<file path="src/rtl/ifm_chunk_wr_ctrl.sv">
// ---------------------------------------------------------------------------
// ifm_chunk_wr_ctrl
//
// Write-side controller for the ping-pong IFM chunk buffer. Accepts a
// valid/ready stream of compressed IFM beats (sparsemap + packed nonzero
// bytes) and registers each beat onto the buffer write port together with
// its beat index and target bank. Chunks alternate between bank 0 and
// bank 1. The controller tracks which banks hold a complete chunk,
// advertises the oldest full bank to the read side, and stalls upstream
// while the next target bank is still waiting to be consumed.
//
// Ports
//   clk_i, rst_ni        clock, asynchronous active-low reset
//   s_valid_i/s_ready_o  upstream beat handshake
//   s_sparsemap_i        sparsemap bits of the beat
//   s_data_i             nonzero bytes, packed from byte 0
//   s_last_i             upstream end-of-chunk marker (checked, not obeyed)
//   wr_*_o               registered buffer write port (one-cycle strobe)
//   rd_release_i         read side finished bank rd_sel_o (one-cycle pulse)
//   rd_sel_o/rd_valid_o  oldest full bank and whether it is readable
//   rd_nz_count_o        nonzero element count of bank rd_sel_o
//   err_o                sticky protocol error, cleared only by reset
// ---------------------------------------------------------------------------
module ifm_chunk_wr_ctrl #(
    parameter  int BUS_SIZE       = 8,
    parameter  int CHUNK_SIZE     = 128,
    parameter  int WR_DAT_CYC_NUM = CHUNK_SIZE / BUS_SIZE,
    localparam int CNT_W          = (WR_DAT_CYC_NUM > 1) ? $clog2(WR_DAT_CYC_NUM) : 1,
    localparam int NZ_W           = $clog2(CHUNK_SIZE) + 1
) (
    input  logic                    clk_i,
    input  logic                    rst_ni,
    input  logic                    s_valid_i,
    output logic                    s_ready_o,
    input  logic [BUS_SIZE-1:0]     s_sparsemap_i,
    input  logic [BUS_SIZE*8-1:0]   s_data_i,
    input  logic                    s_last_i,
    output logic [BUS_SIZE-1:0]     wr_sparsemap_o,
    output logic [BUS_SIZE*8-1:0]   wr_nonzero_data_o,
    output logic                    wr_valid_o,
    output logic [CNT_W-1:0]        wr_count_o,
    output logic                    wr_sel_o,
    input  logic                    rd_release_i,
    output logic                    rd_sel_o,
    output logic                    rd_valid_o,
    output logic [NZ_W-1:0]         rd_nz_count_o,
    output logic                    err_o
);

    localparam int            PC_W     = $clog2(BUS_SIZE + 1);
    localparam logic [CNT_W-1:0] LAST_CNT = CNT_W'(WR_DAT_CYC_NUM - 1);

    function automatic logic [PC_W-1:0] popcount(input logic [BUS_SIZE-1:0] v);
        logic [PC_W-1:0] n;
        n = '0;
        for (int i = 0; i < BUS_SIZE; i++) begin
            n = n + PC_W'(v[i]);
        end
        return n;
    endfunction

    // -----------------------------------------------------------------------
    // Control state
    // -----------------------------------------------------------------------
    logic                  wr_bank,   wr_bank_n;
    logic [CNT_W-1:0]      beat_cnt,  beat_cnt_n;
    logic                  rd_bank,   rd_bank_n;
    logic [1:0]            full,      full_n;
    logic [1:0][NZ_W-1:0]  nz_cnt,    nz_cnt_n;
    logic                  done_r,    done_r_n;
    logic                  done_bank, done_bank_n;
    logic                  err,       err_n;

    logic                  accept;
    logic                  last_beat;
    logic [PC_W-1:0]       beat_pc;

    assign accept    = s_valid_i && s_ready_o;
    assign last_beat = (beat_cnt == LAST_CNT);
    assign beat_pc   = popcount(s_sparsemap_i);

    // State register.
    // NOTE: sequential state uses non-blocking assignments so every register
    // samples the pre-edge value of its neighbours; blocking here would make
    // the result depend on statement order.
    // NOTE: nz_cnt is only two small registers, not a RAM, so it is reset
    // along with the rest; a real memory array would be left unreset.
    always_ff @(posedge clk_i or negedge rst_ni) begin
        if (!rst_ni) begin
            wr_bank   <= 1'b0;
            beat_cnt  <= '0;
            rd_bank   <= 1'b0;
            full      <= '0;
            nz_cnt    <= '0;
            done_r    <= 1'b0;
            done_bank <= 1'b0;
            err       <= 1'b0;
        end else begin
            wr_bank   <= wr_bank_n;
            beat_cnt  <= beat_cnt_n;
            rd_bank   <= rd_bank_n;
            full      <= full_n;
            nz_cnt    <= nz_cnt_n;
            done_r    <= done_r_n;
            done_bank <= done_bank_n;
            err       <= err_n;
        end
    end

    // Next-state logic.
    // NOTE: every variable gets a default at the top of the block so no path
    // leaves one unassigned, which would otherwise infer a latch.
    always_comb begin
        wr_bank_n   = wr_bank;
        beat_cnt_n  = beat_cnt;
        rd_bank_n   = rd_bank;
        full_n      = full;
        nz_cnt_n    = nz_cnt;
        done_r_n    = 1'b0;
        done_bank_n = done_bank;
        err_n       = err;

        if (accept) begin
            if (last_beat) begin
                beat_cnt_n  = '0;
                wr_bank_n   = ~wr_bank;
                done_r_n    = 1'b1;
                done_bank_n = wr_bank;
            end else begin
                beat_cnt_n  = beat_cnt + CNT_W'(1);
            end

            // s_last_i is only cross-checked; the beat counter defines framing.
            if (s_last_i != last_beat) begin
                err_n = 1'b1;
            end

            // First beat of a chunk restarts the bank's nonzero count.
            if (beat_cnt == '0) begin
                nz_cnt_n[wr_bank] = NZ_W'(beat_pc);
            end else begin
                nz_cnt_n[wr_bank] = nz_cnt[wr_bank] + NZ_W'(beat_pc);
            end
        end

        if (rd_release_i) begin
            if (full[rd_bank]) begin
                full_n[rd_bank] = 1'b0;
                rd_bank_n       = ~rd_bank;
            end else begin
                err_n = 1'b1;
            end
        end

        // The full flag is raised one edge after the last write so the bank
        // is never advertised before its final beat has landed in the buffer.
        // Applied after the release so a same-bank collision keeps it full.
        if (done_r) begin
            full_n[done_bank] = 1'b1;
        end
    end

    // Outputs derived from registers only; s_ready_o never looks at s_valid_i.
    always_comb begin
        s_ready_o     = !full[wr_bank] && !(done_r && (done_bank == wr_bank));
        rd_sel_o      = rd_bank;
        rd_valid_o    = full[rd_bank];
        rd_nz_count_o = nz_cnt[rd_bank];
        err_o         = err;
    end

    // -----------------------------------------------------------------------
    // Registered buffer write port
    // -----------------------------------------------------------------------
    always_ff @(posedge clk_i or negedge rst_ni) begin
        if (!rst_ni) begin
            wr_valid_o        <= 1'b0;
            wr_count_o        <= '0;
            wr_sel_o          <= 1'b0;
            wr_sparsemap_o    <= '0;
            wr_nonzero_data_o <= '0;
        end else begin
            wr_valid_o <= accept;
            if (accept) begin
                wr_count_o        <= beat_cnt;
                wr_sel_o          <= wr_bank;
                wr_sparsemap_o    <= s_sparsemap_i;
                wr_nonzero_data_o <= s_data_i;
            end
        end
    end

endmodule

</file>
<file path="config.mk">
export PLATFORM = sky130hd
export DESIGN_NAME = ifm_chunk_wr_ctrl
export DESIGN_NICKNAME = d
export VERILOG_FILES = /design/src/rtl/ifm_chunk_wr_ctrl.sv
export SDC_FILE = /design/constraint.sdc
export NUM_CORES = 1
export LEC_CHECK = 0
export ABC_AREA = 1
export CAP_MARGIN = 5
export CORE_MARGIN = 8
export CORE_UTILIZATION = 41
export DETAILED_ROUTE_END_ITERATION = 10
export GPL_ROUTABILITY_DRIVEN = 0
export PLACE_DENSITY = 0.85
export SETUP_SLACK_MARGIN = 0.05
export SLEW_MARGIN = 0
export SYNTH_ARGS = -nofsm -noshare
export SYNTH_HDL_FRONTEND = slang
export SYNTH_SLANG_ARGS = --single-unit
</file>
<file path="constraint.sdc">
create_clock -name clk_i -period 1.8 [get_ports clk_i]
set_input_delay 0.36 -clock clk_i [delete_from_list [all_inputs] [get_ports clk_i]]
set_output_delay 0.36 -clock clk_i [all_outputs]
set_load 0.03 [all_outputs]
</file>
==> flow_metrics.env <==
export IMPL_grt_max_degree=106
export IMPL_outcome="complete, but fails checks"
export IMPL_nFillCells=897
export IMPL_setup_violations=16
export IMPL_chipWidth_um=123
export IMPL_die_h_um=123
export IMPL_p_leak_nw=4.00
export IMPL_hold_viol_final=0
export IMPL_drt_wl_total_um=13400
export IMPL_hpwl_um=9920
export IMPL_cts_htree_levels=3
export IMPL_grt_pass1_vias=4270
export IMPL_synth_area_top_cells="dfrtp_1, nand2_1, o21ai_0, inv_1, nand3_1"
export IMPL_clkTransAtPathRegs_ns=0.08
export IMPL_rsz0062_at_grt="true"
export IMPL_worstSetupPathType="primary input to flip-flop"
export IMPL_ys_types=24
export IMPL_clock_path_buffers=2
export IMPL_maxCapViolCount=0
export IMPL_crit_fanout=4
export IMPL_fin_area_um2=7280
export IMPL_fmax_mhz=292
export IMPL_grt_ovfl_total=0
export IMPL_core_um2=11300
export IMPL_start_util=0.418
export IMPL_hp_class="primary input to async pin"
export IMPL_io_buffers=166
export IMPL_relSlewSlack=0.637
export IMPL_synth_area_leader_cell="dfrtp_1"
export IMPL_worstSetupStartpointType="primary input"
export IMPL_hold_buffers=0
export IMPL_fin_setup_tns_ns=-23.46
export IMPL_layout_min_cycle_time_ns=3.42
export IMPL_placed_area_um2=6810
export IMPL_endpoint_kind="flip-flop"
export IMPL_fin_crit_sh=1.90
export IMPL_fp_row_count=39
export IMPL_numCtsBuffers=9
export IMPL_syn_inst=560
export IMPL_syn_avg_cell_area_um2=8.45
export IMPL_crit_required_ns=2.04
export IMPL_ant_nets=0
export IMPL_track_usage=0.172
export IMPL_ioPinCount=167
export IMPL_drt_pass1_iterations=4
export IMPL_clk_latency_ns=0.35
export IMPL_multiInputGateArea_um2=1980
export IMPL_die_area_um2=15200
export IMPL_vias=4203
export IMPL_synthToLayoutAreaGrowth_pct=54.0
export IMPL_hold_ws_ns=0.0594
export IMPL_antenna_found_initial=0
export IMPL_synth_top_area_share=0.556
export IMPL_fin_nets=824
export IMPL_yosys_warnings=0
export IMPL_seq_area_um2=2630
export IMPL_drive_gt1_frac=0.137
export IMPL_finalMaxSlewViolations=0
export IMPL_cts_root_buf="clkbuf_16"
export IMPL_grt_pass1_wl_um=20900
export IMPL_syn_area_um2=4730
export IMPL_ir_drop_uv=1280
export IMPL_synth_seq_area_share=0.556
export IMPL_routed_via_density=4.77
export IMPL_wl_per_cell_um=15.2
export IMPL_diodes=0
export IMPL_tightest_slew_ns=0.545
export IMPL_dr_first_iter_drc_count=299
export IMPL_finalWorstSetupSlack_ns=-1.62
export IMPL_synth_nets=651
export IMPL_violations="setup timing"
export IMPL_final_core_util=0.643
export IMPL_cts_sinks=105
export IMPL_tritoncts="done"
export IMPL_p_per_area_nw_per_um2=1930
export IMPL_post_route_drc_count=0
export IMPL_cp_data_arrival_time_ns=3.66
export IMPL_clock_skew_ns=0.00893
export IMPL_ys_ff_latch=105
-- synthesized netlist by cell type (all sizes together) --
cell and count:
a21oi 2, clkbuf 7, xnor2 1, o21ai 37
nand2 289, o22ai 3, ha 9, buf 15
or2 1, clkinv 1, xor2 7, nand3 24
dfrtp 105, nand3b 1, nor2 7, fa 5
inv 46
-- final cells by class --
type / count / share of cell area
Sequential cell: 105 / 0.361
Timing Repair Buffer: 184 / 0.273
Multi-Input combinational cell: 386 / 0.272
Clock buffer: 9 / 0.0309
Inverter: 47 / 0.0271
Tap cell: 143 / 0.0246
Clock inverter: 7 / 0.0115
-- through the flow --
| step | worst slack, ns | power, W | std cells |
|---|---|---|---|
| finish | -1.62 | 0.0141 | 881 |
| global route | -1.79 | 0.0150 | 881 |
| CTS | -1.66 | 0.0139 | 881 |
| detailed placement | -2.51 | 0.0121 | 865 |
| global placement | -2.42 | 0.0118 | 865 |
| floorplan | -1.70 | 0.00860 | 560 |
-- registers in the layout (all words and copies together) (netlist names) --
register           flops
wr_bank                1
done_r                 1
nz_cnt                16
done_bank              1
wr_sparsemap_o         8
err_o                  1
beat_cnt               4
wr_nonzero_data_o     64
full                   2
wr_valid_o             1
wr_count_o             4
rd_sel_o               1
wr_sel_o               1
-- worst max-delay path, cell delays in order --
cell and delay (ns):
buf_8 0.07, inv_4 0.03, fa_1 0.55, fa_1 0.44, fa_1 0.45, inv_2 0.08, ha_4 0.12, inv_2 0.04
fa_2 0.39, xor2_2 0.18, inv_2 0.07, ha_4 0.32, nand3_2 0.07, nand3_2 0.08, nand2_2 0.06, nor2_1 0.10
nand3_1 0.10, nand3_1 0.08, nand2_1 0.07
-- metal layers --
layer | vias to the layer above | GRT usage | wire length, µm
li1 | 2056 | - | -
met3 | 15 | 0.0329 | 832
met4 | 0 | 0.0602 | 218
met5 | - | 0 | 0
met1 | 2010 | 0.200 | 5400
met2 | 122 | 0.310 | 6960
-- logic make-up (layout without fill, tap and decap cells) --
group | after synthesis | after routing | synth area share
AO/OA/AOI/OAI | 42 | 42 | 0.0452
XOR/XNOR | 8 | 8 | 0.0148
adder cells (fa/ha/maj) | 14 | 14 | 0.0450
buffers and inverters | 69 | 247 | 0.0714
flip-flops | 105 | 105 | 0.556
AND/OR/NAND/NOR | 322 | 322 | 0.268
-- layout by cell type, fill, tap and decap left out, types with 8 or more instances in the layout --
cell,count
clkbuf_16,9
o21ai_0,23
nand2_1,281
dfrtp_1,104
dlygate4sd2_1,51
clkdlybuf4s50_1,75
nand3_2,8
dlymetal6s2s_1,25
o21ai_2,10
nand3_1,13
buf_12,17
buf_4,12
inv_1,37
-- worst paths after layout --
check                                            from                     to  slack (ns)  cells past startpoint
worst min-delay path                           rst_ni  wr_nonzero_data_o[14]        0.06                      2
max in group asynchronous                      rst_ni                wr_bank        1.31                      2
worst max-delay path                 s_sparsemap_i[1]             nz_cnt[14]       -1.62                     19
worst max register to register                wr_bank             nz_cnt[14]       -0.22                     10
worst min register to register  wr_nonzero_data_o[55]  wr_nonzero_data_o[55]        0.48                      2
min in group clk_i                   s_sparsemap_i[3]      wr_sparsemap_o[3]        0.28                      3
-- power by group --
| group | total, W | switching [W] | internal, W |
|---|---|---|---|
| Clock | 0.00204 | 0.000933 | 0.00111 |
| Combinational | 0.00800 | 0.00495 | 0.00304 |
| Sequential | 0.00404 | 0.000593 | 0.00344 |
-- timing repair --
action / in CTS / in global routing
resized for setup: 80 / 57
setup endpoints to repair: 75 / 46
pin swaps: 16 / 13
buffers inserted: 0 / 0
Note: power is estimated with default switching activity, not from simulation.
